File: config.mk
export PLATFORM = sky130hd
export DESIGN_NAME = increment_arbiter_flat
export DESIGN_NICKNAME = d
export VERILOG_FILES = /design/src/rtl/increment_arbiter_if.sv /design/src/rtl/increment_arbiter.sv /design/src/flat_wrapper.sv
export SDC_FILE = /design/constraint.sdc
export NUM_CORES = 1
export LEC_CHECK = 0
export BUFFER_PORTS_ARGS = -buffer_cell sky130_fd_sc_hd__buf_2
export CORE_AREA = 3 3 73 75
export CTS_BUF_LIST = sky130_fd_sc_hd__clkbuf_2
export DETAILED_ROUTE_END_ITERATION = 8
export DIE_AREA = 0 0 76 78
export MAX_ROUTING_LAYER = met4
export PLACE_DENSITY_LB_ADDON = 0.15
export SLEW_MARGIN = 20
export SYNTH_ARGS = -nofsm -noshare
export SYNTH_HDL_FRONTEND = slang
export SYNTH_SLANG_ARGS = --single-unit
File: constraint.sdc
create_clock -name Clk -period 9.85 [get_ports Clk]
set_clock_uncertainty 0.15 [all_clocks]
set_input_delay 1.97 -clock Clk [delete_from_list [all_inputs] [get_ports Clk]]
set_output_delay 1.97 -clock Clk [all_outputs]
set_load 0.05 [all_outputs]
File: src/rtl/increment_arbiter_if.sv
// Requester-side bundle for increment_arbiter: requests, operands, enables and registered result.
// Lock exists only when INC_ARB_LOCK_EN is defined.
interface increment_arbiter_if #(
    parameter int width = 16,
    parameter int NReq  = 4
);
    logic [NReq-1:0]       Req;
    logic [NReq*width-1:0] Data;
    logic [NReq-1:0]       IncEn;
`ifdef INC_ARB_LOCK_EN
    logic [NReq-1:0]       Lock;
`endif
    logic [NReq-1:0]       Gnt;
    logic [width-1:0]      Out;
    logic                  Carry;
    logic                  Valid;

`ifdef INC_ARB_LOCK_EN
    modport master (output Req, Data, IncEn, Lock, input Gnt, Out, Carry, Valid);
    modport slave  (input Req, Data, IncEn, Lock, output Gnt, Out, Carry, Valid);
`else
    modport master (output Req, Data, IncEn, input Gnt, Out, Carry, Valid);
    modport slave  (input Req, Data, IncEn, output Gnt, Out, Carry, Valid);
`endif
endinterface

File: src/rtl/increment_arbiter.sv
// Round-robin arbiter sharing one incrementer among NReq requesters; optional lock via INC_ARB_LOCK_EN.
// Latency: 1 cycle from sampled Req to registered Gnt/Out/Carry/Valid.
// Backpressure: none; losers are not queued and must hold Req to be reconsidered next cycle.
module Increment #(
    parameter int width = 16
) (
    input  logic [width-1:0] In,
    input  logic             Sw,
    output logic [width-1:0] Out,
    output logic             Carry
);
    assign {Carry, Out} = {1'b0, In} + {{width{1'b0}}, Sw};
endmodule

module increment_arbiter #(
    parameter int width = 16,
    parameter int NReq  = 4
) (
    input  logic          Clk,
    input  logic          Rst_n,
    increment_arbiter_if.slave bus
);
    localparam int              PW   = (NReq > 1) ? $clog2(NReq) : 1;
    localparam logic [PW-1:0]   LAST = PW'(NReq - 1);

    logic [PW-1:0]    ptr_q, ptr_d;
    logic [NReq-1:0]  gnt_q, gnt_d;
    logic [width-1:0] out_q, out_d;
    logic             carry_q, carry_d;
    logic             valid_q, valid_d;

    logic [PW-1:0]    win_idx;
    logic             win_vld;
    logic [PW-1:0]    ptr_adv;
    logic             lock_hit;
    logic [width-1:0] inc_in, inc_out;
    logic             inc_sw, inc_carry;
    logic [width-1:0] data_a [NReq];

    for (genvar i = 0; i < NReq; i++) begin : g_unpack
        assign data_a[i] = bus.Data[i*width +: width];
    end

    // Scan starts at ptr_q and wraps; first requesting index wins.
    always_comb begin
        int sum;
        win_vld = 1'b0;
        win_idx = '0;
        sum     = 0;
        for (int k = 0; k < NReq; k++) begin
            sum = int'(ptr_q) + k;
            if (sum >= NReq) sum = sum - NReq;
            if (!win_vld && bus.Req[PW'(sum)]) begin
                win_vld = 1'b1;
                win_idx = PW'(sum);
            end
        end
    end

    assign inc_in  = data_a[win_idx];
    assign inc_sw  = bus.IncEn[win_idx];
    assign ptr_adv = (win_idx == LAST) ? '0 : win_idx + 1'b1;

`ifdef INC_ARB_LOCK_EN
    assign lock_hit = bus.Lock[win_idx];
`else
    assign lock_hit = 1'b0;
`endif

    Increment #(.width(width)) u_inc (
        .In    (inc_in),
        .Sw    (inc_sw),
        .Out   (inc_out),
        .Carry (inc_carry)
    );

    always_comb begin
        gnt_d   = '0;
        out_d   = out_q;
        carry_d = carry_q;
        valid_d = 1'b0;
        ptr_d   = ptr_q;
        if (win_vld) begin
            gnt_d[win_idx] = 1'b1;
            out_d          = inc_out;
            carry_d        = inc_carry;
            valid_d        = 1'b1;
            ptr_d          = lock_hit ? win_idx : ptr_adv;
        end
    end

    always_ff @(posedge Clk or negedge Rst_n) begin
        if (!Rst_n) begin
            ptr_q   <= '0;
            gnt_q   <= '0;
            out_q   <= '0;
            carry_q <= 1'b0;
            valid_q <= 1'b0;
        end else begin
            ptr_q   <= ptr_d;
            gnt_q   <= gnt_d;
            out_q   <= out_d;
            carry_q <= carry_d;
            valid_q <= valid_d;
        end
    end

    assign bus.Gnt   = gnt_q;
    assign bus.Out   = out_q;
    assign bus.Carry = carry_q;
    assign bus.Valid = valid_q;
endmodule

File: src/flat_wrapper.sv
// flat-port wrapper written by rule: the top's interface ports become plain ports
module increment_arbiter_flat 
#(
    parameter int width = 16,
    parameter int NReq  = 4
)
  (Clk, Rst_n, bus_Req, bus_Data, bus_IncEn, bus_Gnt, bus_Out, bus_Carry, bus_Valid);
  increment_arbiter_if #(.width(width), .NReq(NReq)) bus_i ();
  input  logic Clk;
  input  logic Rst_n;
  input wire logic [$bits(bus_i.Req)-1:0] bus_Req;
  input wire logic [$bits(bus_i.Data)-1:0] bus_Data;
  input wire logic [$bits(bus_i.IncEn)-1:0] bus_IncEn;
  output wire logic [$bits(bus_i.Gnt)-1:0] bus_Gnt;
  output wire logic [$bits(bus_i.Out)-1:0] bus_Out;
  output wire logic [$bits(bus_i.Carry)-1:0] bus_Carry;
  output wire logic [$bits(bus_i.Valid)-1:0] bus_Valid;
  assign bus_i.Req = bus_Req;
  assign bus_i.Data = bus_Data;
  assign bus_i.IncEn = bus_IncEn;
  assign bus_Gnt = bus_i.Gnt;
  assign bus_Out = bus_i.Out;
  assign bus_Carry = bus_i.Carry;
  assign bus_Valid = bus_i.Valid;
  increment_arbiter #(.width(width), .NReq(NReq)) u_core (.Clk(Clk), .Rst_n(Rst_n), .bus(bus_i));
endmodule
# Word level (Yosys, flattened, before mapping)
# Index checks and enable logic that the tools add are counted.
[word_totals]
regBits = 24
[op_classes]
bitwise_logic = 1
n_eq_ne = 1
magnitude_cmp = 11
n_reduce_logical = 7
add_sub_neg = 9
muxes = 34
[ops]
columns = ["cell", "n"]
rows = [
  ["binary-select mux 16 bit (select 2 bit)", 1],
  ["2-to-1 mux 16 bit", 2],
  ["2-to-1 mux 2 bit", 9],
  ["adder 16 x 1 -> 17 bit", 1],
  ["less-than comparator 2 x 4 -> 1 bit (second input constant)", 4],
  ["2-to-1 mux 1 bit", 15],
  ["greater-or-equal comparator 3 bit (second input constant)", 4],
  ["binary-select mux 1 bit (select 2 bit)", 5],
  ["subtractor 2 x 1 -> 2 bit (second input constant)", 4],
  ["adder 2 x 2 -> 3 bit (second input constant)", 2],
  ["logical AND 1 bit", 4],
  ["2-to-1 mux 4 bit", 1],
  ["adder 2 x 1 -> 3 bit (second input constant)", 1],
  ["greater-or-equal comparator 2 x 3 -> 1 bit (second input constant)", 1],
  ["zero test 1 bit", 3],
  ["less-than comparator 2 x 3 -> 1 bit (second input constant)", 1],
  ["NOT 2 -> 3 bit", 1],
  ["adder 2 x 1 -> 2 bit (second input constant)", 1],
  ["demux 1 bit (select 2 bit)", 1],
  ["equality test 2 bit (second input constant)", 1],
  ["greater-or-equal comparator 2 x 1 -> 1 bit (second input constant)", 1],
]

# Longest topological paths before layout
# Gate-level depths: netlist (run 1).
[depth]
word_depth = 20
ltp_mapped = 15
depth_no_buf = 12

# By module
# From an unflattened synthesis (run 1), not the netlist that was laid out.
[hier_totals]
cells_unflattened = 165
area_unflattened_um2 = 1885.6
[modules_own_cells]
columns = ["mod", "cells_per_inst", "instances", "area_per_inst_um2"]
rows = [
  ["increment_arbiter", 121, 1, 1554.0],
  ["Increment", 44, 1, 331.6],
]

# Worst setup path before layout (run 1)
# Ideal clock, no wire load.
[synth_timing]
kind = "input to register"
from = "in bus_Req[0]"
to = "reg u_core.out_q[15] (netlist: u_core.bus.Out[15])"
path_buffers = 3
path_stages = 13
arrival_time_ns = 4.689
setup_slack_ns = 4.929
path_cell_list = "nand2_1 -> a21oi_1 -> a211oi_4 -> buf_6 -> buf_6 -> clkbuf_1 -> mux2i_1 -> a21oi_1 -> ha_1 -> nor4b_4 -> nand2_2 -> or4_1 -> a31oi_1"
[synth_between]
elab_chain_len = 18
[synth_rtl]
columns = ["element", "line", "text"]
rows = [
  ["from (decl)", "flat_wrapper.sv:11", "input wire logic [$bits(bus_i.Req)-1:0] bus_Req;"],
  ["binary-select mux 1 bit (select 2 bit)", "increment_arbiter.sv:53", "if (!win_vld && bus.Req[PW'(sum)]) begin"],
  ["2-to-1 mux 1 bit (not written as such) (2 in series)", "increment_arbiter.sv:53", ""],
  ["2-to-1 mux 1 bit", "increment_arbiter.sv:53", ""],
  ["zero test 1 bit", "increment_arbiter.sv:53", ""],
  ["logical AND 1 bit", "increment_arbiter.sv:53", ""],
  ["2-to-1 mux 1 bit", "increment_arbiter.sv:53", ""],
  ["zero test 1 bit", "increment_arbiter.sv:53", ""],
  ["logical AND 1 bit", "increment_arbiter.sv:53", ""],
  ["2-to-1 mux 1 bit", "increment_arbiter.sv:53", ""],
  ["zero test 1 bit", "increment_arbiter.sv:53", ""],
  ["logical AND 1 bit", "increment_arbiter.sv:53", ""],
  ["2-to-1 mux 2 bit", "increment_arbiter.sv:53", ""],
  ["NOT 2 -> 3 bit (not written as such)", "increment_arbiter.sv:60", "assign inc_in = data_a[win_idx];"],
  ["binary-select mux 16 bit (select 2 bit)", "increment_arbiter.sv:60", ""],
  ["2-to-1 mux 16 bit (not written as such) (2 in series)", "increment_arbiter.sv:60", ""],
  ["adder 16 x 1 -> 17 bit", "increment_arbiter.sv:12", "assign {Carry, Out} = {1'b0, In} + {{width{1'b0}}, Sw};"],
  ["to (signal assigned)", "increment_arbiter.sv:102", "out_q <= out_d;"],
  ["to (decl)", "increment_arbiter.sv:28", "logic [width-1:0] out_q, out_d;"],
]
# Parallel ways exist; a longest one is shown, timed or not. The select of a mux whose other input is x is not followed.
# A chain may end at the register's enable or synchronous reset.

# Worst setup path after layout (run 1)
# Same ends and word-level chain as after synthesis.

==> results of run 1 <==
==> metal layers <==
layer  part of all wire [%]  up-vias  wire length [um]
met3                    5.6        2               234
met4                   0.69        0                29
li1                       -      861                 -
met1                     51      707              2120
met2                     43       59              1820
met5                      0        -                 0
==> worst reg2reg max path: stages, from the launching register on <==
cell      delay (ns)
dfrtp_1         0.48
mux2i_1         0.18
a211oi_4        0.23
buf_4           0.52
mux2i_1         0.15
a21oi_1         0.23
ha_1            0.20
nor4b_4         0.32
nand2_2         0.12
or4_1           0.52
a31oi_1         0.19
==> state kept, by name, summed over array words and instances (netlist names) <==
signal / flops
u_core.bus.Out: 16
u_core.bus.Gnt: 4
u_core.bus.Valid: 1
u_core.bus.Carry: 1
u_core.ptr_q: 2
==> placed cells by master (no fill, tap or decap), types with 2 or more instances in the layout <==
| master | instances |
|---|---|
| dfrtp_1 | 24 |
| nand2_1 | 28 |
| o21ai_0 | 13 |
| mux2i_1 | 31 |
| nor2b_1 | 3 |
| inv_1 | 5 |
| xnor2_1 | 10 |
| a211oi_1 | 3 |
| ha_1 | 7 |
| nor2_1 | 7 |
| buf_2 | 95 |
| nand3_1 | 2 |
| a21oi_1 | 8 |
| clkbuf_2 | 3 |
| buf_4 | 3 |
| nand4_1 | 2 |
| nand4b_1 | 2 |
| and2_1 | 4 |
| mux2_2 | 12 |
| nand3b_1 | 2 |
| mux2_4 | 2 |
| xor2_1 | 3 |
==> stage by stage <==
| step | power, mW | setup WS [ns] | cell area [sq um] | utilization, % |
|---|---|---|---|---|
| after floorplan | 0.507 | 4.93 | 1880 | - |
| after global placement | 0.593 | 4.97 | 2400 | 50.9 |
| after detailed placement | 0.597 | 4.86 | 2400 | 50.9 |
| after CTS | 0.631 | 5.20 | 2420 | 51.2 |
| after global routing | 0.672 | 5.02 | 2420 | 51.2 |
| final | 0.626 | 5.22 | 2420 | 51.2 |
==> logic make-up after synthesis <==
family / count (synthesis)
AOI/OAI and AO/OA: 29
adders and majority gates: 7
buffers and inverters: 15
DFF: 24
and+or+nand+nor: 60
xor gates and xnor gates: 13
muxes: 45
==> power breakdown <==
| group | internal, mW | total [mW] | switching, mW | leakage, nW |
|---|---|---|---|---|
| clock network | 0.00830 | 0.0348 | 0.0265 | 0.0125 |
| registers | 0.138 | 0.159 | 0.0212 | 0.285 |
| logic | 0.149 | 0.432 | 0.284 | 0.890 |
==> cell type report <==
type,count,area (sq um)
clock buffers,3,15.0
flip-flops and latches,24,601
repair buffers,98,498
fillers,468,2300
inverters,5,18.8
well taps,67,83.8
multi-input cells,154,1200
==> worst max path at each step <==
stage,to,slack [ns]
global placement,u_core.bus.Out[15]$_DFFE_PN0P_,4.97
floorplan,u_core.bus.Out[15]$_DFFE_PN0P_,4.93
global route,u_core.bus.Out[15]$_DFFE_PN0P_,5.02
CTS,u_core.bus.Out[15]$_DFFE_PN0P_,5.20
finish,u_core.bus.Out[15]$_DFFE_PN0P_,5.22
detailed placement,u_core.bus.Out[15]$_DFFE_PN0P_,4.86
==> cell usage after synthesis <==
library cell / number
mux2_2: 12
a31oi_1: 1
nand4_1: 2
buf_1: 1
nor3_4: 1
ha_1: 7
o21ai_0: 13
nand3_1: 2
clkbuf_1: 6
nor2b_1: 3
a2bb2oi_1: 1
inv_1: 5
or4_1: 1
a211oi_4: 1
o21ai_1: 1
nor3b_2: 1
mux2i_1: 31
a211oi_1: 3
nand2_2: 1
nor4b_4: 1
a21oi_1: 8
or2b_1: 1
nor3b_1: 1
nor3_1: 1
o31ai_1: 1
nor4_1: 1
nand3b_1: 2
xor2_1: 3
xnor2_1: 10
mux2_4: 2
nor2_1: 7
nor4_4: 1
nand4b_1: 2
dfrtp_1: 24
buf_6: 3
nand2_1: 28
and2_1: 4
==> flow_metrics.py, run 1 <==
metrics = {
    "place": {
        "numPortBuffers": 95,
        "place.gp.congestion": 0.751,
        "place_hpwl_um": 3400,
        "dp_cells": 348,
    },
    "global_routing": {
        "grt_pass1_vias": 1539,
        "grt_pass1_wl_um": 7080,
        "met2_usage_pct": 22.9,
        "antenna_found_initial": 0,
        "track_usage_pct": 14.6,
        "grtUsageMet1_pct": 20.7,
        "overflow": 0,
        "grt_max_degree": 42,
        "top_usage_layer": "met2",
        "grtUsageMet3_pct": 1.04,
    },
    "clock_tree": {
        "numCtsBuffers": 3,
        "htreeDepth": 1,
        "cts.sinks": 24,
        "root_buffer": "clkbuf_2",
        "cts_buffer_depth": 2,
        "cts_tree": "done",
        "clkSlewWorstSetupHoldPaths_ns": 0.20,
        "clk-insertion-delay-late_ns": 0.31,
        "post_cts_buffers": 0,
        "ctsHoldBuffers": 0,
        "cts.repair.resized": 0,
    },
    "critical_path": {
        "path_buf_inv": 2,
        "r2r_end": "u_core.bus.Out[15]$_DFFE_PN0P_",
        "critPathTopFamily": "simple AND/OR/NAND/NOR gates",
        "r2r_setup_slack_ns": 6.49,
        "path_max_fanout": 41,
        "slowest_delay_ns": 0.52,
        "startpoint": "bus_Req[0]",
        "crit_top_cell": "a21oi_1",
        "worstPathRequired_ns": 9.95,
        "crit_arrival_ns": 4.73,
        "cp_slowest_cell": "buf_4",
        "crit_cells": 12,
        "r2r_cells": 10,
        "start_kind": "input pin",
        "r2r_start": "u_core.ptr_q[1]$_DFFE_PN0P_",
        "criticalPathCategory": "in -> reg",
        "path_cells": "buf_2 -> nand2_1 -> a21oi_1 -> a211oi_4 -> buf_4 -> mux2i_1 -> a21oi_1 -> ha_1 -> nor4b_4 -> nand2_2 -> or4_1 -> a31oi_1",
        "end_kind": "flop",
    },
    "sta": {
        "fin_crit_sh_pct": 47.0,
        "period_needed_ns": 4.63,
        "hold_violations": 0,
        "drv_slew": 0,
        "max_clock_freq_ghz": 0.216,
        "setup_viol": 0,
        "tns_ns": 0,
        "maxSlewHeadroom_pct": 61.4,
        "tightest_slew_ns": 0.580,
        "hold_ws_ns": 0.351,
        "rsz0062_at_grt": "no",
    },
    "synth": {
        "synth_mux_area_share_pct": 25.4,
        "yosys_warnings": 0,
        "netlist_top_cells_area": "dfrtp_1 (32%), mux2i_1 (17%), mux2_2 (7.2%)",
        "ys_seq_area_share_pct": 32.0,
        "synth_top_cell_area_share_pct": 32.0,
        "synth.net_count": 274,
        "synthAdderAreaFrac_pct": 4.67,
        "synthSimpleGateAreaFrac_pct": 18.3,
        "ys_types": 37,
        "netlist_area_sq_um": 1880,
        "syn_inst": 193,
        "synth_compound_area_share_pct": 9.34,
        "synthXorXnorAreaFrac_pct": 6.07,
        "synth_top_family_by_area": "multiplexers",
        "ys_ff_latch": 24,
        "syn-mean-instance-area_sq_um": 9.72,
        "synth_top_cell_by_area": "dfrtp_1",
    },
    "die": {
        "core_sq_um": 4720,
        "initial_core_util_pct": 39.7,
        "die_h_um": 78,
        "rows": 25,
        "die_x_um": 76,
        "io_pins": 96,
        "die-area_sq_um": 5930,
    },
    "detailed_routing": {
        "num_vias": 1629,
        "final_antenna_net_count": 0,
        "wirelength_um": 4200,
        "dr.pass1.iters": 4,
        "drc": 0,
        "wl_per_cell_um": 12.0,
        "viasPerCell": 4.64,
        "drtIter0Drc": 88,
    },
    "worst_hold_path": {
        "min_path_cells": 2,
        "hold_end": "u_core.bus.Out[7]$_DFFE_PN0P_",
        "min_from": "u_core.bus.Out[7]$_DFFE_PN0P_",
        "min_path_type": "reg -> reg",
    },
    "run_status": {
        "status": "finished clean",
    },
    "finish": {
        "final_net_count": 367,
        "final_cells": 351,
        "final_layout_size_suffix_gt1_share_pct": 43.0,
        "diodes": 0,
        "synthToLayoutAreaGrowth_pct": 29.0,
    },
    "power_and_ir_drop": {
        "powerDensity_nw_per_um2": 259,
        "p_leak_nw": 1.19,
        "ir_worst_vdd_mv": 0.0821,
    },
    "run": {
        "maxCapViolCount": 0,
    },
}
No activity file was read; power rests on OpenSTA's default activity.
==> inputs of run 2 (changes only) <==
Clock period 9.85 ns to 3.7 ns, I/O delays scaled along.
==> run 2 against run 1 <==
Effect of this change:
- critical path depth stayed put
- combinational power grew to 2.8 times the previous value
- final cell count is 2.0% higher
- routed wire length is 2.7% higher
- largest power group unchanged
==> flow_metrics.py, run 2 (synthesis results as in run 1) <==
metrics = {
    "run_status": {
        "status": "finished clean",
    },
    "critical_path": {
        "slowest_delay_ns": 0.52,
        "start_kind": "input pin",
        "r2r_end": "u_core.bus.Out[15]$_DFFE_PN0P_",
        "cp_slowest_cell": "or4_1",
        "crit_arrival_ns": 3.13,
        "r2r_start": "u_core.ptr_q[1]$_DFFE_PN0P_",
        "crit_top_cell": "a21oi_1",
        "end_kind": "flop",
        "path_max_fanout": 33,
        "r2r_setup_slack_ns": 0.71,
        "path_cells": "buf_2 -> nand2_1 -> a21oi_1 -> a211oi_4 -> buf_12 -> mux2i_1 -> a21oi_1 -> ha_1 -> nor4b_4 -> nand2_2 -> or4_1 -> a31oi_1",
        "criticalPathCategory": "in -> reg",
        "r2r_cells": 10,
        "worstPathRequired_ns": 3.83,
    },
    "clock_tree": {
        "ctsHoldBuffers": 0,
        "post_cts_buffers": 0,
        "cts_buffer_depth": 2,
        "clk-insertion-delay-late_ns": 0.33,
        "cts.sinks": 24,
        "root_buffer": "clkbuf_2",
        "cts_tree": "done",
        "numCtsBuffers": 3,
        "cts.repair.resized": 0,
        "clkSlewWorstSetupHoldPaths_ns": 0.23,
        "htreeDepth": 1,
    },
    "place": {
        "dp_cells": 354,
        "place.gp.congestion": 0.791,
        "placed_area_sq_um": 2460,
        "place_hpwl_um": 3540,
        "numPortBuffers": 95,
    },
    "detailed_routing": {
        "drc": 0,
        "dr.pass1.iters": 4,
        "wl_per_cell_um": 12.1,
        "num_vias": 1651,
        "final_antenna_net_count": 0,
        "drtIter0Drc": 77,
        "viasPerCell": 4.61,
        "wirelength_um": 4320,
    },
    "power_and_ir_drop": {
        "p_switching_mw": 0.897,
        "ir_worst_vdd_mv": 0.249,
        "p_leak_nw": 1.24,
        "p_sw_share_pct": 50.1,
        "total_power_mw": 1.79,
        "powerDensity_nw_per_um2": 714,
        "seq_power_share_pct": 23.7,
        "p_int_mw": 0.892,
        "power_frac_comb_pct": 66.8,
        "p_clk_share_pct": 9.5,
    },
    "finish": {
        "final_core_util_pct": 53.1,
        "final_cells": 358,
        "final_cell_mix": "buf_2 (95), mux2i_1 (31), nand2_1 (28)",
        "fin_area_sq_um": 2510,
        "synthToLayoutAreaGrowth_pct": 33.6,
        "largest_register_ffs": 16,
        "final_layout_size_suffix_gt1_share_pct": 44.3,
        "final_common_cell": "buf_2",
        "final_net_count": 373,
        "diodes": 0,
        "fill_cells": 440,
    },
    "sta": {
        "tightest_slew_ns": 0.709,
        "fin_crit_sh_pct": 81.1,
        "setup_viol": 0,
        "max_clock_freq_ghz": 0.333,
        "rsz0062_at_grt": "no",
        "tns_ns": 0,
        "maxSlewHeadroom_pct": 52.3,
        "hold_violations": 0,
        "drv_slew": 0,
        "period_needed_ns": 3.00,
    },
    "global_routing": {
        "track_usage_pct": 14.9,
        "overflow": 0,
        "antenna_found_initial": 0,
        "grt_max_degree": 34,
        "grt_pass1_wl_um": 7150,
        "grt_pass1_vias": 1573,
    },
    "run": {
        "maxCapViolCount": 0,
    },
    "die": {
        "rows": 25,
        "die-area_sq_um": 5930,
        "core_sq_um": 4720,
        "die_x_um": 76,
        "die_h_um": 78,
        "initial_core_util_pct": 39.7,
        "io_pins": 96,
    },
    "worst_hold_path": {
        "min_path_type": "in -> async",
    },
}
[run 2: cell count changes in the layout (fill, tap and decap cells not counted)]
| cell | delta |
|---|---|
| buf_4 | +5 |
| buf_12 | +1 |
| bufinv_16 | +1 |
[run 2: stage by stage]
stage / hold WS (ns) / worst slack, ns
finish: 0.184 / 0.701
global placement: 0.296 / 0.349
floorplan: 0.294 / 0.00881
global route: 0.198 / 0.424
detailed placement: 0.310 / 0.299
CTS: 0.197 / 0.675
[run 2: how the worst max path moves through the flow]
| stage | from | endpoint | slack [ns] |
|---|---|---|---|
| after floorplan | bus_Req[0] | u_core.bus.Out[15]$_DFFE_PN0P_ | 0.009 |
| after global placement | bus_Req[0] | u_core.bus.Out[10]$_DFFE_PN0P_ | 0.35 |
| after detailed placement | bus_Req[0] | u_core.bus.Out[12]$_DFFE_PN0P_ | 0.30 |
| after CTS | u_core.ptr_q[1]$_DFFE_PN0P_ | u_core.bus.Out[15]$_DFFE_PN0P_ | 0.67 |
| after global routing | u_core.ptr_q[1]$_DFFE_PN0P_ | u_core.bus.Out[14]$_DFFE_PN0P_ | 0.42 |
| final | bus_Req[0] | u_core.bus.Out[15]$_DFFE_PN0P_ | 0.70 |
[run 2: per-layer routing]
metal,routed length (um),vias to the layer above,track usage [%]
met2,1910,61,23.5
met4,21,0,3.80
li1,-,873,-
met3,234,2,1.28
met1,2150,715,20.7
met5,0,-,-
[run 2: critical path, delay by kind of cell]
| family | cells | cell delay (ns) |
|---|---|---|
| muxes | 1 | 0.11 |
| AOI/OAI and AO/OA | 4 | 0.72 |
| adders and majority gates | 1 | 0.20 |
| buffers and inverters | 2 | 0.37 |
| and+or+nand+nor | 4 | 0.97 |
[run 2: power groups by stage]
stage / logic (mW) / clock network [mW] / registers (mW)
floorplan: 0.581 / 0 / 0.768
global placement: 1.20 / 0 / 0.432
detailed placement: 1.21 / 0 / 0.433
CTS: 1.21 / 0.172 / 0.427
global route: 1.28 / 0.182 / 0.441
finish: 1.19 / 0.170 / 0.425
[run 2: final cells by class]
| class | instances | area (sq um) | area share (%) |
|---|---|---|---|
| clock inverters | 1 | 30.0 | 1.20 |
| flip-flops and latches | 24 | 601 | 24.0 |
| repair buffers | 104 | 556 | 22.2 |
| inverters | 5 | 18.8 | 0.749 |
| clock buffers | 3 | 15.0 | 0.599 |
| multi-input cells | 154 | 1200 | 48.0 |
| well taps | 67 | 83.8 | 3.34 |
